### src/rtl/clken_gen.sv
// Multi-channel programmable clock-enable generator: per-channel tick strobes and
// square waves with runtime-reprogrammable divisors applied at period boundaries.
module clken_gen #(
    parameter int NCH         = 4,
    parameter int DIV_W       = 16,
    parameter int DEFAULT_DIV = 1
) (
    input  logic             clk,
    input  logic             clr,
    input  logic             run,
    input  logic             restart,
    input  logic             wr_en,
    input  logic [3:0]       wr_ch,
    input  logic [DIV_W-1:0] wr_div,
    output logic             wr_err,
    output logic [DIV_W-1:0] rd_div,
    output logic [NCH-1:0]   tick,
    output logic [NCH-1:0]   sqw
);

    localparam logic [DIV_W-1:0] DIV_RST  = DIV_W'(DEFAULT_DIV);
    localparam logic [DIV_W-1:0] DIV_ZERO = {DIV_W{1'b0}};
    localparam logic [DIV_W-1:0] DIV_ONE  = DIV_W'(1);
    localparam logic [4:0]       NCH_W5   = 5'(NCH);

    logic [DIV_W-1:0] cnt_r      [NCH];
    logic [DIV_W-1:0] cnt_s      [NCH];
    logic [DIV_W-1:0] act_r      [NCH];
    logic [DIV_W-1:0] act_s      [NCH];
    logic [DIV_W-1:0] pend_div_r [NCH];
    logic [DIV_W-1:0] pend_div_s [NCH];
    logic [DIV_W-1:0] adopt_s    [NCH];
    logic [NCH-1:0]   pend_r;
    logic [NCH-1:0]   pend_s;
    logic [NCH-1:0]   tick_r;
    logic [NCH-1:0]   tick_s;
    logic [NCH-1:0]   sqw_r;
    logic [NCH-1:0]   sqw_s;
    logic [NCH-1:0]   hit_s;
    logic [NCH-1:0]   bnd_s;
    logic             wr_ok_s;
    logic             wr_err_s;
    logic             wr_err_r;
    logic [DIV_W-1:0] rd_s;
    logic [DIV_W-1:0] rd_div_r;

    // Next-state computation for all channels plus write decode and readback mux.
    always_comb begin
        wr_ok_s  = wr_en & ({1'b0, wr_ch} < NCH_W5);
        wr_err_s = wr_en & ~({1'b0, wr_ch} < NCH_W5);
        rd_s     = DIV_ZERO;
        for (int i = 0; i < NCH; i++) begin
            rd_s          = ({1'b0, wr_ch} == 5'(i)) ? act_r[i] : rd_s;
            hit_s[i]      = wr_ok_s & (wr_ch == 4'(i));
            bnd_s[i]      = run & (cnt_r[i] == act_r[i]);
            // A coincident write overrides any older pending divisor.
            adopt_s[i]    = hit_s[i] ? wr_div : (pend_r[i] ? pend_div_r[i] : act_r[i]);
            cnt_s[i]      = cnt_r[i];
            act_s[i]      = act_r[i];
            pend_div_s[i] = hit_s[i] ? wr_div : pend_div_r[i];
            pend_s[i]     = pend_r[i];
            tick_s[i]     = 1'b0;
            sqw_s[i]      = sqw_r[i];
            if (restart) begin
                cnt_s[i]  = DIV_ZERO;
                sqw_s[i]  = 1'b0;
                act_s[i]  = adopt_s[i];
                pend_s[i] = 1'b0;
            end else if (bnd_s[i]) begin
                cnt_s[i]  = DIV_ZERO;
                tick_s[i] = 1'b1;
                sqw_s[i]  = ~sqw_r[i];
                act_s[i]  = adopt_s[i];
                pend_s[i] = 1'b0;
            end else if (run) begin
                cnt_s[i]  = cnt_r[i] + DIV_ONE;
                pend_s[i] = pend_r[i] | hit_s[i];
            end else begin
                pend_s[i] = pend_r[i] | hit_s[i];
            end
        end
    end

    // State and output registers with asynchronous clear.
    always_ff @(posedge clk or posedge clr) begin
        if (clr) begin
            for (int i = 0; i < NCH; i++) begin
                cnt_r[i]      <= DIV_ZERO;
                act_r[i]      <= DIV_RST;
                pend_div_r[i] <= DIV_RST;
            end
            pend_r   <= {NCH{1'b0}};
            tick_r   <= {NCH{1'b0}};
            sqw_r    <= {NCH{1'b0}};
            wr_err_r <= 1'b0;
            rd_div_r <= DIV_RST;
        end else begin
            for (int i = 0; i < NCH; i++) begin
                cnt_r[i]      <= cnt_s[i];
                act_r[i]      <= act_s[i];
                pend_div_r[i] <= pend_div_s[i];
            end
            pend_r   <= pend_s;
            tick_r   <= tick_s;
            sqw_r    <= sqw_s;
            wr_err_r <= wr_err_s;
            rd_div_r <= rd_s;
        end
    end

    assign tick   = tick_r;
    assign sqw    = sqw_r;
    assign wr_err = wr_err_r;
    assign rd_div = rd_div_r;

endmodule

### config.mk
export PLATFORM = sky130hd
export DESIGN_NAME = clken_gen
export DESIGN_NICKNAME = d
export VERILOG_FILES = /design/src/rtl/clken_gen.sv
export SDC_FILE = /design/constraint.sdc
export NUM_CORES = 1
export LEC_CHECK = 0
export CAP_MARGIN = 15
export CORE_ASPECT_RATIO = 0.75
export CORE_UTILIZATION = 25
export DETAILED_ROUTE_END_ITERATION = 10
export GPL_TIMING_DRIVEN = 0
export SLEW_MARGIN = 20
export SYNTH_ARGS = -nofsm -noshare
export SYNTH_HDL_FRONTEND = slang
export SYNTH_SLANG_ARGS = --single-unit
### constraint.sdc
create_clock -name clk -period 16.21 [get_ports clk]
set_clock_uncertainty 0.05 [all_clocks]
set_input_delay 4.863 -clock clk [delete_from_list [all_inputs] [get_ports clk]]
set_output_delay 4.863 -clock clk [all_outputs]
set_load 0.05 [all_outputs]
==> results of run 1 <==
==> layout by cell type (no fill, tap or decap), drive strengths merged, types with 4 or more instances in the layout <==
| cell type | count |
|---|---|
| and2 | 21 |
| dfrtp | 212 |
| nand4 | 30 |
| nor3 | 9 |
| o31ai | 5 |
| buf | 16 |
| clkinv | 6 |
| mux4 | 16 |
| and3 | 12 |
| ha | 4 |
| xnor2 | 50 |
| mux2 | 128 |
| o2bb2a | 7 |
| nand2 | 45 |
| dfstp | 9 |
| nor4 | 6 |
| o41ai | 4 |
| o21ai | 16 |
| and4 | 6 |
| inv | 6 |
| bufinv | 4 |
| xor2 | 56 |
| nor3b | 5 |
| a21oi | 12 |
| nand3 | 30 |
| clkbuf | 57 |
| clkdlybuf4s50 | 49 |
| nor2 | 68 |
==> worst max path at each step <==
stage,slack [ns],depth (start not counted),endpoint,from
finish,9.03,6,cnt_r[2],run
global route,8.93,6,cnt_r[33],run
CTS,8.97,7,act_r[54],wr_ch[3]
detailed placement,8.44,7,act_r[54],wr_ch[3]
global placement,2.37,2,act_r[21],clr
floorplan,5.26,1,act_r[10],clr
==> kinds of logic (layout without fill, tap and decap cells) <==
| group | after synthesis | in the layout |
|---|---|---|
| AND/OR/NAND/NOR | 253 | 253 |
| flip-flops | 221 | 221 |
| multiplexers | 144 | 144 |
| XOR/XNOR | 106 | 106 |
| AO/OA/AOI/OAI | 55 | 55 |
| buffers and inverters | 40 | 139 |
| adder cells (fa/ha/maj) | 4 | 4 |
| other | 0 | 2 |
==> final cells by class <==
class / instances / area [sq um]
fillers: 3952 / 27560
clock buffers: 36 / 759.5
repair buffers: 51 / 545.5
flip-flops and latches: 221 / 5542
diodes: 2 / 5.005
plain buffers: 35 / 165.2
multi-input cells: 562 / 4536
inverters: 5 / 26.28
clock inverters: 12 / 172.7
well taps: 520 / 650.6
==> power breakdown <==
part | total (mW) | switching (mW) | internal, mW
sequential | 0.790 | 0.119 | 0.670
combinational | 0.349 | 0.158 | 0.191
clock | 0.630 | 0.239 | 0.391
==> per-stage QoR <==
step	cell area [sq um]	hold WS [ns]	util
after floorplan	10260	0.4012	-
after global placement	11400	0.4215	0.2853
after detailed placement	11460	0.4307	0.2869
after CTS	12400	0.4444	0.3102
after global routing	12400	0.4539	0.3102
final	12400	0.4435	0.3103
==> critical path: stages <==
cell and delay, ns:
clkdlybuf4s50_1 0.61, clkbuf_1 0.50, clkbuf_1 0.59, buf_1 0.65, nand4b_1 0.17, a31oi_1 0.18
==> state kept, by name, summed over array words and instances (netlist names) <==
| signal | count |
|---|---|
| act_r | 64 |
| cnt_r | 64 |
| pend_div_r | 64 |
| pend_r | 4 |
| rd_div | 16 |
| sqw | 4 |
| tick | 4 |
| wr_err | 1 |
==> layer usage <==
layer | vias to the layer above | share of wire
li1 | 3088 | -
met2 | 98 | 0.46
met1 | 3379 | 0.47
met5 | - | 0
met3 | 30 | 0.054
met4 | 0 | 0.016
==> flow_summary_export.csv, run 1 <==
group,metric,value,unit
sta,fin_ws,9.033,ns
logic_synthesis,synth_top_family_by_area,"multiplexers",
setup_path,crit_type,"in -> reg",
detailed_routing,remaining_drc_errors,0,
setup_path,endpoint_kind,"flop",
logic_synthesis,synth.area.top_cells,"dfrtp_1 (52%), mux2_2 (13%), xor2_1 (4.8%)",
logic_synthesis,synth.top_cells.by_count,"dfrtp_1 (212), mux2_2 (117), nor2_1 (67)",
placed_design,place_congestion,0.9046,
logic_synthesis,synth_top_cell_area_share,0.5170,
clock_network,hold_buffers,0,
setup_path,start_kind,"input pin",
power,power_per_cell_area,142.6,nW/um^2
die,io_pins,50,
global_routing,grt_overflow,0,
placed_design,dp_hpwl,19700,microns
die,die_x,235.9,microns
min_path,min_path_cells,1,
setup_path,crit_arrival,7.58,ns
setup_path,r2r_start,"act_r[16]",
logic_synthesis,synthArstFlopShare,1.000,
logic_synthesis,synth_mux_area_frac,0.1792,
logic_synthesis,synth_xor_area_frac,0.09048,
detailed_routing,wirelength,26480,microns
clock_network,clk_pin_slew,0.06,ns
die,core_area,39960,sq um
detailed_routing,routedWlPerCell,18.33,microns
sta,final-max-slew-violation-count,0,
clock_network,cts-root-buf,"clkbuf_16",
sta,finalSetupTns,0,ns
sta,fin_crit,7.177,ns
global_routing,antenna_found_initial,0,
power,ir_drop,0.00005292,V
logic_synthesis,synth_top_area_cell,"dfrtp_1",
min_path,hp-class,"reg -> reg",
sta,fmax,0.1393,GHz
logic_synthesis,synthAdderAreaFrac,0.004877,
logic_synthesis,syn_inst,823,
sta,max_slew.worst_pin.slew,0.8614,ns
sta,max_slew_margin,0.4236,
clock_network,postCtsResizedCells,0,
detailed_routing,drt_pass1_iterations,4,
detailed_routing,vias,6595,
min_path,min_delay_worst_endpoint,"pend_div_r[49]",
power,power,1.769,mW
finish,final_cells,1444,
sta,hold_viol,0,
logic_synthesis,seq_area_frac_synth,0.5401,
global_routing,gr-usage-met2,0.2043,
clock_network,post-cts-setup-buffer-count,0,
clock_network,cts_buffers,26,
finish,area_growth,20.86,%
logic_synthesis,yosys_warnings,0,
power,p_leak,5.314,nW
logic_synthesis,synth_edf_count,0,
detailed_routing,drt_first_iter_violations,403,
logic_synthesis,synth_seq_cells,221,
logic_synthesis,synthSimpleGateAreaFrac,0.1280,
global_routing,globalRouteTotalUtil,0.1282,
placed_design,place_inst,1394,
die,num_rows,63,
clock_network,clock-sinks,221,
detailed_routing,viasPerCell,4.567,
logic_synthesis,yosysMostFrequentCell,"dfrtp_1",
detailed_routing,ant_nets,0,
run_status,status,"completed",
setup_path,crit_required,16.62,ns
placed_design,portBuffers,49,
clock_network,clkLatencyLatePin,0.55,ns
logic_synthesis,ys.flop_type,"dfrtp_1",
die,die_area,41870,sq um
setup_path,crit_fanout,10,
clock_network,cts_tree,"built",
setup_path,reg2reg_depth,7,
setup_path,reg2reg_to,"act_r[31]",
die,die_h,177.5,microns
clock_network,htree_levels,1,
finish,drive_gt1_frac,0.2386,
global_routing,grt_pass1_vias,6701,
finish,final_nets,931,
placed_design,pre_cts_ws,8.443,ns
logic_synthesis,syn_nets,852,
sta,fin_crit_sh,0.4427,
global_routing,met3_usage,0.02473,
global_routing,grt_pass1_wl,40980,microns
logic_synthesis,ys_types,53,
die,start_util,0.2568,
logic_synthesis,syn_area,10260,sq um
sta,rsz0062_at_grt,"false",
setup_path,rrSetupSlack,13.56,ns
global_routing,use_met1,0.1800,
sta,setup_violations,0,
run,cap_violations,0,
logic_synthesis,synth_compound_area_frac,0.03939,
global_routing,grt_start_max_net_pins,102,
clock_network,clk_path_buf_depth,3,
logic_synthesis,avgSynthCellArea,12.47,sq um
min_path,worstHoldStart,"pend_div_r[49]",
global_routing,top_usage_layer,"met2",
Note: power is estimated with default switching activity, not from simulation.
==> run 2, diff against run 1 <==
Clock period 16.21 ns to 7.5 ns, I/O delays scaled along.
==> flow_summary_export.csv, run 2 (synthesis gave the netlist of run 1 again) <==
group,metric,value,unit
finish,n_fill_cell,3992,
global_routing,grt_pass1_vias,6844,
finish,drive_gt1_frac,0.2381,
sta,fin_crit,4.708,ns
setup_path,crit_type,"in -> reg",
die,die_area,41870,sq um
power,intPower,2.583,mW
detailed_routing,ant_nets,0,
die,die_x,235.9,microns
setup_path,endpoint_kind,"flop",
finish,antenna_cells,0,
detailed_routing,wl_met2,12200,microns
detailed_routing,drt_pass1_iterations,5,
finish,area_growth,20.72,%
clock_network,clk_path_buf_depth,3,
clock_network,postCtsResizedCells,0,
sta,rsz0062_at_grt,"false",
detailed_routing,viasPerCell,4.620,
sta,fmax,0.2124,GHz
setup_path,crit_required,7.90,ns
global_routing,grt_overflow,0,
run_status,status,"completed",
sta,finalSetupTns,0,ns
detailed_routing,dr.max_layer_used,"met4",
power,ir_drop,0.0001211,V
global_routing,grt_pass1_wl,41900,microns
clock_network,clk_pin_slew,0.06,ns
finish,multiInputGateArea,4536,sq um
setup_path,start_kind,"input pin",
finish,final_common_cell,"dfrtp_1",
die,die_h,177.5,microns
min_path,hp-class,"reg -> reg",
clock_network,clkLatencyLatePin,0.53,ns
detailed_routing,wirelength,27080,microns
placed_design,dp_hpwl,20450,microns
finish,final_cell_mix,"dfrtp_1 (212), mux2_2 (117), nor2_1 (67)",
clock_network,htree_levels,1,
power,clockPowerShare,0.329,
run,cap_violations,0,
sta,max_slew.worst_pin.slew,0.8726,ns
global_routing,globalRouteTotalUtil,0.1313,
power,p_leak,5.306,nW
setup_path,crit_arrival,5.11,ns
sta,hold_viol,0,
sta,fin_ws,2.792,ns
placed_design,place_congestion,0.8788,
global_routing,antenna_found_initial,0,
power,p_sw_frac,0.2982,
clock_network,cts-root-buf,"clkbuf_16",
die,io_pins,50,
power,seq_power_share,0.465,
finish,final_nets,936,
clock_network,hold_buffers,0,
detailed_routing,routedWlPerCell,18.75,microns
global_routing,grt_start_max_net_pins,33,
clock_network,clock-sinks,221,
setup_path,crit_fanout,10,
finish,seqCellArea,5542,sq um
detailed_routing,drt_first_iter_violations,522,
detailed_routing,drt-met1-wl,13490,microns
detailed_routing,remaining_drc_errors,0,
clock_network,cts_tree,"built",
finish,reg_top3,"act_r x64, cnt_r x64, pend_div_r x64",
power,combPwrFrac,0.206,
detailed_routing,vias,6672,
sta,max_slew_margin,0.4151,
sta,final-max-slew-violation-count,0,
die,num_rows,63,
die,core_area,39960,sq um
power,p_switching,1.098,mW
power,power_per_cell_area,297.2,nW/um^2
placed_design,pre_cts_ws,2.335,ns
clock_network,cts_buffers,25,
detailed_routing,wl_met3,983,microns
sta,fin_crit_sh,0.6278,
clock_network,post-cts-setup-buffer-count,0,
placed_design,portBuffers,49,
sta,setup_violations,0,
die,start_util,0.2568,
## run 2: cell count changes in the layout (fill, tap and decap cells not counted), sizes merged
cell,previous run,this run
buf,16,22
clkinv,6,4
inv,6,5
diode,2,0
clkbuf,57,59
bufinv,4,1
## run 2: worst max-delay path, stage by stage
cell             delay (ns)
clkdlybuf4s50_1        0.63
clkbuf_1               0.61
clkbuf_1               0.58
buf_1                  0.69
nand4b_1               0.16
a31oi_1                0.18
## run 2: stage by stage
stage          hold WS (ns)  instances  instance area, sq um  power [mW]  utilization
2_1_floorplan        0.4012        823                 10260       2.190            -
4_1_cts              0.4441       1444                 12390       3.721       0.3099
3_5_place_dp         0.4311       1400                 11580       2.498       0.2898
5_1_grt              0.4561       1444                 12390       3.857       0.3099
6_report             0.4413       1444                 12390       3.681       0.3099
3_3_place_gp         0.4183       1392                 11410       2.463       0.2854
## run 2: cell type report
type                            count  share of cell area
Sequential cell                   221              0.4474
Multi-Input combinational cell    562              0.3662
Buffer                             35             0.01333
Clock buffer                       38             0.06010
Clock inverter                      6            0.004949
Tap cell                          520             0.05253
Inverter                            5            0.001818
Timing Repair Buffer               57             0.05374
## run 2: power by group through the flow
stage | registers, mW | logic [mW] | clock network [mW]
after global routing | 1.74 | 0.830 | 1.29
after CTS | 1.71 | 0.768 | 1.24
after detailed placement | 1.73 | 0.765 | 0
after floorplan | 1.64 | 0.552 | 0
final | 1.71 | 0.759 | 1.21
after global placement | 1.73 | 0.736 | 0
## run 2: per-layer routing
metal / up-vias / track usage
li1: 3094 / -
met1: 3436 / 0.1916
met2: 109 / 0.2054
met3: 33 / 0.02193
met4: 0 / 0.02233
met5: - / 0
## run 2: worst paths after layout
| kind | start | to | slack (ns) | cells after the start |
|---|---|---|---|---|
| min reg2reg | pend_div_r[46] | pend_div_r[46] | 0.44 | 1 |
| max | run | cnt_r[2] | 2.79 | 6 |
| min in group asynchronous | clr | cnt_r[44] | 2.07 | 2 |
| max reg2reg | act_r[16] | act_r[31] | 4.86 | 7 |
| max in group asynchronous | clr | sqw[2] | 4.37 | 5 |
| min | pend_div_r[46] | pend_div_r[46] | 0.44 | 1 |
